[src/rtl/mem_port_arbiter.sv]
// Arbitrates one single-ported memory between instruction fetch (IF) and the
// data path (DM). One access in flight at a time; data wins ties unless fetch starves.
module mem_port_arbiter #(
  parameter int MEM_LATENCY    = 1,
  parameter int MAX_DATA_BURST = 4
) (
  input  logic        clk,
  input  logic        reset,
  input  logic        if_req,
  input  logic [31:0] if_addr,
  output logic        if_ready,
  output logic        if_rvalid,
  output logic [31:0] if_rdata,
  input  logic        dm_req,
  input  logic        dm_we,
  input  logic [31:0] dm_addr,
  input  logic [31:0] dm_wdata,
  output logic        dm_ready,
  output logic        dm_rvalid,
  output logic [31:0] dm_rdata,
  output logic        mem_en,
  output logic        mem_we,
  output logic [31:0] mem_addr,
  output logic [31:0] mem_wdata,
  input  logic [31:0] mem_rdata,
  output logic        busy
);

  localparam int WCW = (MEM_LATENCY > 1) ? $clog2(MEM_LATENCY) : 1;
  localparam int SCW = $clog2(MAX_DATA_BURST + 1);

  typedef enum logic [1:0] {IDLE, ISSUE, WAIT, RESP} state_e;

  // Handshake: a request transfers on a clock edge where req && ready are both
  // high. ready is only ever raised in IDLE, for the single selected requester.
  state_e            state_q, state_d;
  logic [SCW-1:0]    starve_q, starve_d;
  logic [WCW-1:0]    wait_q, wait_d;
  logic              owner_dm_q, owner_dm_d;
  logic              we_q, we_d;
  logic [31:0]       addr_q, addr_d;
  logic [31:0]       wdata_q, wdata_d;
  logic              mem_en_q, mem_en_d;
  logic              mem_we_q, mem_we_d;
  logic              if_rvalid_q, if_rvalid_d;
  logic [31:0]       if_rdata_q, if_rdata_d;
  logic              dm_rvalid_q, dm_rvalid_d;
  logic [31:0]       dm_rdata_q, dm_rdata_d;
  logic              busy_q, busy_d;

  logic starve_full;
  logic grant_dm;
  logic grant_if;
  logic idle;

  always_comb begin
    starve_full = (starve_q == SCW'(MAX_DATA_BURST));
    grant_dm    = dm_req && !(if_req && starve_full);
    grant_if    = if_req && !grant_dm;
    idle        = (state_q == IDLE);
    if_ready    = idle && grant_if && !reset;
    dm_ready    = idle && grant_dm && !reset;

    state_d     = state_q;
    starve_d    = starve_q;
    wait_d      = wait_q;
    owner_dm_d  = owner_dm_q;
    we_d        = we_q;
    addr_d      = addr_q;
    wdata_d     = wdata_q;
    mem_en_d    = 1'b0;
    mem_we_d    = 1'b0;
    if_rvalid_d = 1'b0;
    if_rdata_d  = if_rdata_q;
    dm_rvalid_d = 1'b0;
    dm_rdata_d  = dm_rdata_q;

    case (state_q)
      IDLE: begin
        if (grant_dm || grant_if) begin
          state_d    = ISSUE;
          owner_dm_d = grant_dm;
          addr_d     = grant_dm ? dm_addr : if_addr;
          we_d       = grant_dm && dm_we;
          mem_en_d   = 1'b1;
          mem_we_d   = grant_dm && dm_we;
          if (grant_dm) wdata_d = dm_wdata;
          // Fetch starvation only accrues while fetch is actually waiting.
          if (grant_if) starve_d = '0;
          else if (if_req && !starve_full) starve_d = starve_q + SCW'(1);
        end
      end
      ISSUE: begin
        if (we_q) begin
          state_d = IDLE;
        end else begin
          state_d = WAIT;
          wait_d  = WCW'(MEM_LATENCY - 1);
        end
      end
      WAIT: begin
        if (wait_q == '0) begin
          state_d = RESP;
          if (owner_dm_q) begin
            dm_rvalid_d = 1'b1;
            dm_rdata_d  = mem_rdata;
          end else begin
            if_rvalid_d = 1'b1;
            if_rdata_d  = mem_rdata;
          end
        end else begin
          wait_d = wait_q - WCW'(1);
        end
      end
      RESP:    state_d = IDLE;
      default: state_d = IDLE;
    endcase

    busy_d = (state_d != IDLE);
  end

  always_ff @(posedge clk) begin
    if (reset) begin
      state_q     <= IDLE;
      starve_q    <= '0;
      wait_q      <= '0;
      owner_dm_q  <= 1'b0;
      we_q        <= 1'b0;
      addr_q      <= '0;
      wdata_q     <= '0;
      mem_en_q    <= 1'b0;
      mem_we_q    <= 1'b0;
      if_rvalid_q <= 1'b0;
      if_rdata_q  <= '0;
      dm_rvalid_q <= 1'b0;
      dm_rdata_q  <= '0;
      busy_q      <= 1'b0;
    end else begin
      state_q     <= state_d;
      starve_q    <= starve_d;
      wait_q      <= wait_d;
      owner_dm_q  <= owner_dm_d;
      we_q        <= we_d;
      addr_q      <= addr_d;
      wdata_q     <= wdata_d;
      mem_en_q    <= mem_en_d;
      mem_we_q    <= mem_we_d;
      if_rvalid_q <= if_rvalid_d;
      if_rdata_q  <= if_rdata_d;
      dm_rvalid_q <= dm_rvalid_d;
      dm_rdata_q  <= dm_rdata_d;
      busy_q      <= busy_d;
    end
  end

  assign mem_en    = mem_en_q;
  assign mem_we    = mem_we_q;
  assign mem_addr  = addr_q;
  assign mem_wdata = wdata_q;
  assign if_rvalid = if_rvalid_q;
  assign if_rdata  = if_rdata_q;
  assign dm_rvalid = dm_rvalid_q;
  assign dm_rdata  = dm_rdata_q;
  assign busy      = busy_q;

endmodule
[config.mk]
export PLATFORM = sky130hd
export DESIGN_NAME = mem_port_arbiter
export DESIGN_NICKNAME = d
export VERILOG_FILES = /design/src/rtl/mem_port_arbiter.sv
export SDC_FILE = /design/constraint.sdc
export NUM_CORES = 1
export LEC_CHECK = 0
export ABC_AREA = 1
export CORE_MARGIN = 5
export CORE_UTILIZATION = 37
export CTS_CLUSTER_DIAMETER = 30
export CTS_CLUSTER_SIZE = 25
export DETAILED_ROUTE_END_ITERATION = 10
export PLACE_DENSITY = 0.85
export SETUP_SLACK_MARGIN = 0.5
export SLEW_MARGIN = 15
export SYNTH_ARGS = -nofsm -noshare
export SYNTH_HDL_FRONTEND = slang
export SYNTH_SLANG_ARGS = --single-unit
[constraint.sdc]
create_clock -name clk -period 1.3 [get_ports clk]
set_clock_uncertainty 0.1 [all_clocks]
set_input_delay 0.13 -clock clk [delete_from_list [all_inputs] [get_ports clk]]
set_output_delay 0.13 -clock clk [all_outputs]
set_load 0.01 [all_outputs]
**Word-level counts from Yosys, hierarchy flattened**

Index checks and enable logic that the tools add are counted.

- Equal/unequal tests: 5
- Reduce and logical (&&, ||, !) cells: 27
- Add/subtract/negate cells: 2
- Mux-type cells: 13
- Bitwise operators: 5

Operators with widths:

| operator | count |
|---|---|
| two-way mux 32 bit | 1 |
| AND reduction 3 bit | 4 |
| logical AND 1 bit | 9 |
| one-hot mux 2 bit (4 select lines) | 1 |
| two-way mux 2 bit | 3 |
| two-way mux 3 bit | 2 |
| nonzero test 2 bit | 3 |
| OR reduction 3 bit | 2 |
| two-way mux 1 bit | 5 |
| inverter 1 bit | 5 |
| == test 2 bit, second input constant | 2 |
| zero test 1 bit | 4 |
| AND reduction 2 bit | 2 |
| adder 3 x 1 -> 3 bit, second input constant | 1 |
| == test 3 bit, second input constant | 1 |
| == test 2 x 1 -> 1 bit, second input constant | 1 |
| zero test 2 bit | 1 |
| != test 2 bit, second input constant | 1 |
| one-hot mux 1 bit (2 select lines) | 1 |
| OR reduction 2 bit | 1 |
| logical OR 1 bit | 1 |
| subtractor 1 bit, second input constant | 1 |

- Bits of input ports: 133
- Flip-flop bits (word level): 141
- Word-level logic and storage cells: 66
- Output and inout bits: 135

**Logic depth before layout (Yosys ltp)**

- Depth in word-level cells: 10
- Gate-level depth with buffers: 10
- Gate-level depth less buffers: 8

**Least setup slack after synthesis**

OpenSTA, ideal clock, no wires.

- Path kind: reg-to-output
- From: register starve_q[0]
- To: output port dm_ready
- Buffers on the path: 1
- Required time: 1.070 ns
- Slack: -0.208 ns
- Data arrival time: 1.278 ns
- Stages on the path, launching flop included: 9
- Cell sequence: dfxtp_1 inv_1 ha_1 nand3_1 nand2_2 nor2_2 buf_2 inv_1 nor2_1

- Cells in the longest elaborated chain, start to end: 6

Ends and longest elaborated chain:

| element | line | RTL |
|---|---|---|
| start: declaration | 37 | `logic [SCW-1:0] starve_q, starve_d;` |
| start signal: assignment | 140 | `starve_q <= starve_d;` |
| == test 3 bit | 57 | `starve_full = (starve_q == SCW'(MAX_DATA_BURST));` |
| logical AND 1 bit | 58 | `grant_dm = dm_req && !(if_req && starve_full);` |
| zero test 1 bit | 58 |  |
| logical AND 1 bit | 58 |  |
| logical AND 1 bit (2 in a row) | 62 | `dm_ready = idle && grant_dm && !reset;` |
| end: declaration | 18 | `output logic dm_ready,` |

Every way passes these cells.

**Worst setup path in the final report**

- From: register starve_q[0]
- To: register wdata_q[29] (netlist: mem_wdata[29])

- Cells in the longest elaborated chain, start to end: 8

Ends and longest elaborated chain:

| element | line | RTL |
|---|---|---|
| == test 3 bit * | 57 |  |
| logical AND 1 bit * | 58 |  |
| zero test 1 bit * | 58 |  |
| logical AND 1 bit * | 58 |  |
| zero test 1 bit | 59 | `grant_if = if_req && !grant_dm;` |
| logical AND 1 bit | 59 |  |
| logical OR 1 bit | 80 | `if (grant_dm \|\| grant_if) begin` |
| AND reduction 3 bit (no source line) * | -- |  |
| end signal: assignment | 145 | `wdata_q <= wdata_d;` |
| end: declaration | 42 | `logic [31:0] wdata_q, wdata_d;` |

Every way passes the cells marked *; elsewhere a longest branch is shown, timed or not.
A chain may end at the register's enable or synchronous reset.

==> flow_summary.ini <==
[status]
status = complete, but fails checks
violations = setup timing

[global_routing]
antenna_found_initial = 0
grt-ovfl-total = 0
grt_pass1_wl_um = 36540
first_global_vias = 6787
grt_max_degree = 68
grtUsageTotal_pct = 25.78

[timing]
period_share_pct = 137.0
finalCriticalPeriod_ps = 1781
rsz0062_at_grt = true
finalSetupViolCount = 140
setup_tns_ps = -43350
tightest_slew_ps = 1210
max_freq_mhz = 561.3
setup_slack_ps = -481.4
finalHoldViolCount = 0
relSlewSlack_pct = 19.31
finalMaxSlewViolations = 0

[synthesis]
synth_xor_area_share_pct = 0
yosys_warnings = 0
syn-cell-area_um2 = 5761
synthAdderAreaFrac_pct = 0.4344
postSynthCellCount = 822
synth_top_family_by_area = simple AND/OR/NAND/NOR gates
avgSynthCellArea_um2 = 7.008
synth.distinct_cells = 19
synth_area_leaders = dfxtp_1 49%, nand2_1 18%, nand3_1 8.7%
muxShareOfSynthArea_pct = 0
synth_top_area_share_pct = 48.65
synth.net_count = 957
synth_area_leader_cell = dfxtp_1
synth_seq_cells = 140
synth_compound_area_share_pct = 6.147
yosys.area_share.simple_pct = 32.02
synth_seq_area_share_pct = 48.65

[setup_path]
crit_required_ps = 1530
worstSetupEndpoint = mem_wdata[29]
crit_type = flop to flop
reg2reg_depth = 12
r2r_end = mem_wdata[29]
cp-end-kind = flop
cp_max_fo = 8
critPathLaunchType = flop
r2r_slack_ps = -480
cp.arrival_ps = 2020
r2r-start = starve_q[0]
startpoint = starve_q[0]

[layout]
stdcell_count = 1453
final_common_cell = nand2_1
most-common-layout-cells = 165 x nand2_1, 154 x buf_6, 131 x clkdlybuf4s50_1
layout-drive-gt1-share_pct = 64.25
final_area_um2 = 13380
final_nets = 1365
insertedDiodeCount = 0
syn_to_final_growth_pct = 132.2

[floorplan]
row_count = 45
fp.coreArea_um2 = 15260
die_w_um = 134.8
start_util_pct = 37.75
dieArea_um2 = 18160
ioPinCount = 268
die_h_um = 134.8

[clock_network]
cts-root-buf = clkbuf_16
cts_tree = done
numCtsBuffers = 17
clkLatencyLatePin_ps = 420
htreeDepth = 4
ctsHoldBuffers = 0
cts.clk_slew.worst_paths_ps = 60
cts.sinks = 140
cts.path.max_buffers = 2

[place]
dp_slack_ps = -566.6
portBuffers = 267
gp_congestion = 0.7948
dp_hpwl_um = 13090
place_area_um2 = 9121
dp_cells = 1285

[routing]
via_per_inst = 5.182
firstDrtPassIters = 5
drt_iter0_drc = 465
wl_per_cell_um = 21.84
wl_um = 31730
drc_errors = 0
ant_nets = 0
vias = 7530

[pwr]
p_leak_nw = 5.889
clkPwrFrac_pct = 27.1
p_per_area_nw_per_um2 = 1387
p_int_mw = 12.36
ir_drop_mv = 1.053
p_switching_mw = 6.200
p_comb_share_pct = 43.2
seqPwrFrac_pct = 29.7
swShare_pct = 33.41

[run]
cap_violations = 0

[min_path]
hold_class = input pin to flop
==> state kept, by name, summed over array words and instances (netlist names) <==
signal and count:
dm_rdata 32, if_rdata 32, mem_addr 32, mem_wdata 32, starve_q 3, state_q 2
busy 1, dm_rvalid 1, if_rvalid 1, mem_en 1, mem_we 1, owner_dm_q 1
we_q 1
==> how the worst min path moves through the flow <==
stage | startpoint | to | slack (ps) | cells after the start
6_report | reset | starve_q[1] | 120 | 3
5_1_grt | reset | starve_q[1] | 120 | 3
4_1_cts | reset | starve_q[1] | 80 | 3
3_5_place_dp | mem_addr[26] | mem_addr[26] | 340 | 2
3_3_place_gp | mem_addr[4] | mem_addr[4] | 340 | 2
2_1_floorplan | mem_rdata[31] | dm_rdata[31] | 170 | 2
==> logic make-up after synthesis <==
| family | count (synthesis) |
|---|---|
| flip-flops | 140 |
| AND/OR/NAND/NOR | 451 |
| buffers and inverters | 159 |
| AO/OA/AOI/OAI | 70 |
| adder cells (fa/ha/maj) | 2 |
==> cell usage after synthesis (all sizes together) <==
library cell / number
a21oi: 66
buf: 40
clkbuf: 10
dfxtp: 140
ha: 2
inv: 109
nand2: 271
nand3: 100
nor2: 79
nor3: 1
o21ai: 4
==> power by group through the flow <==
stage | registers, mW | logic [mW] | clock network, mW
after floorplan | 5.55 | 1.98 | 0
after global placement | 5.28 | 4.25 | 0
after detailed placement | 5.30 | 4.30 | 0
after CTS | 5.46 | 6.27 | 4.93
after global routing | 5.57 | 8.35 | 5.20
final | 5.52 | 8.01 | 5.03
==> metal layers <==
metal	global-route usage, %	up-vias	share of wire (%)
met3	7.936	131	8.9
li1	-	3337	-
met1	27.70	3604	35
met4	10.92	0	5.3
met2	46.66	458	51
met5	0	-	0
==> layout make-up <==
type | count | area (um^2)
Sequential cell | 140 | 3079
Tap cell | 211 | 264.0
Multi-Input combinational cell | 524 | 4014
Inverter | 109 | 419.2
Fill cell | 632 | 1881
Clock buffer | 25 | 506.7
Timing Repair Buffer | 438 | 5012
Clock inverter | 6 | 82.58
==> repair_timing <==
| action | 4_1_cts | 5_1_grt |
|---|---|---|
| buffers inserted | 38 | 72 |
| resized for setup | 941 | 357 |
| pin swaps | 31 | 91 |
| setup endpoints to repair | 275 | 275 |
| gates cloned | 26 | 1 |
==> worst max-delay path, cell delays in order, from the launching register on <==
cell and delay, ps:
dfxtp_2 320, inv_2 80, ha_4 160, nand3_4 80
nand2_4 110, nor2_4 50, buf_6 110, buf_12 130
buf_12 130, buf_16 140, nand2_1 60, nand2_1 70
nor2_2 170
==> per-stage QoR <==
| step | util [%] | hold WS [ps] | power (mW) |
|---|---|---|---|
| 2_1_floorplan | - | 173.4 | 7.527 |
| 3_3_place_gp | 59.78 | 336.1 | 9.526 |
| 3_5_place_dp | 59.78 | 339.7 | 9.600 |
| 4_1_cts | 75.23 | 78.69 | 16.66 |
| 5_1_grt | 87.68 | 117.3 | 19.12 |
| 6_report | 87.68 | 124.5 | 18.56 |
Note: power is estimated with default switching activity, not from simulation.
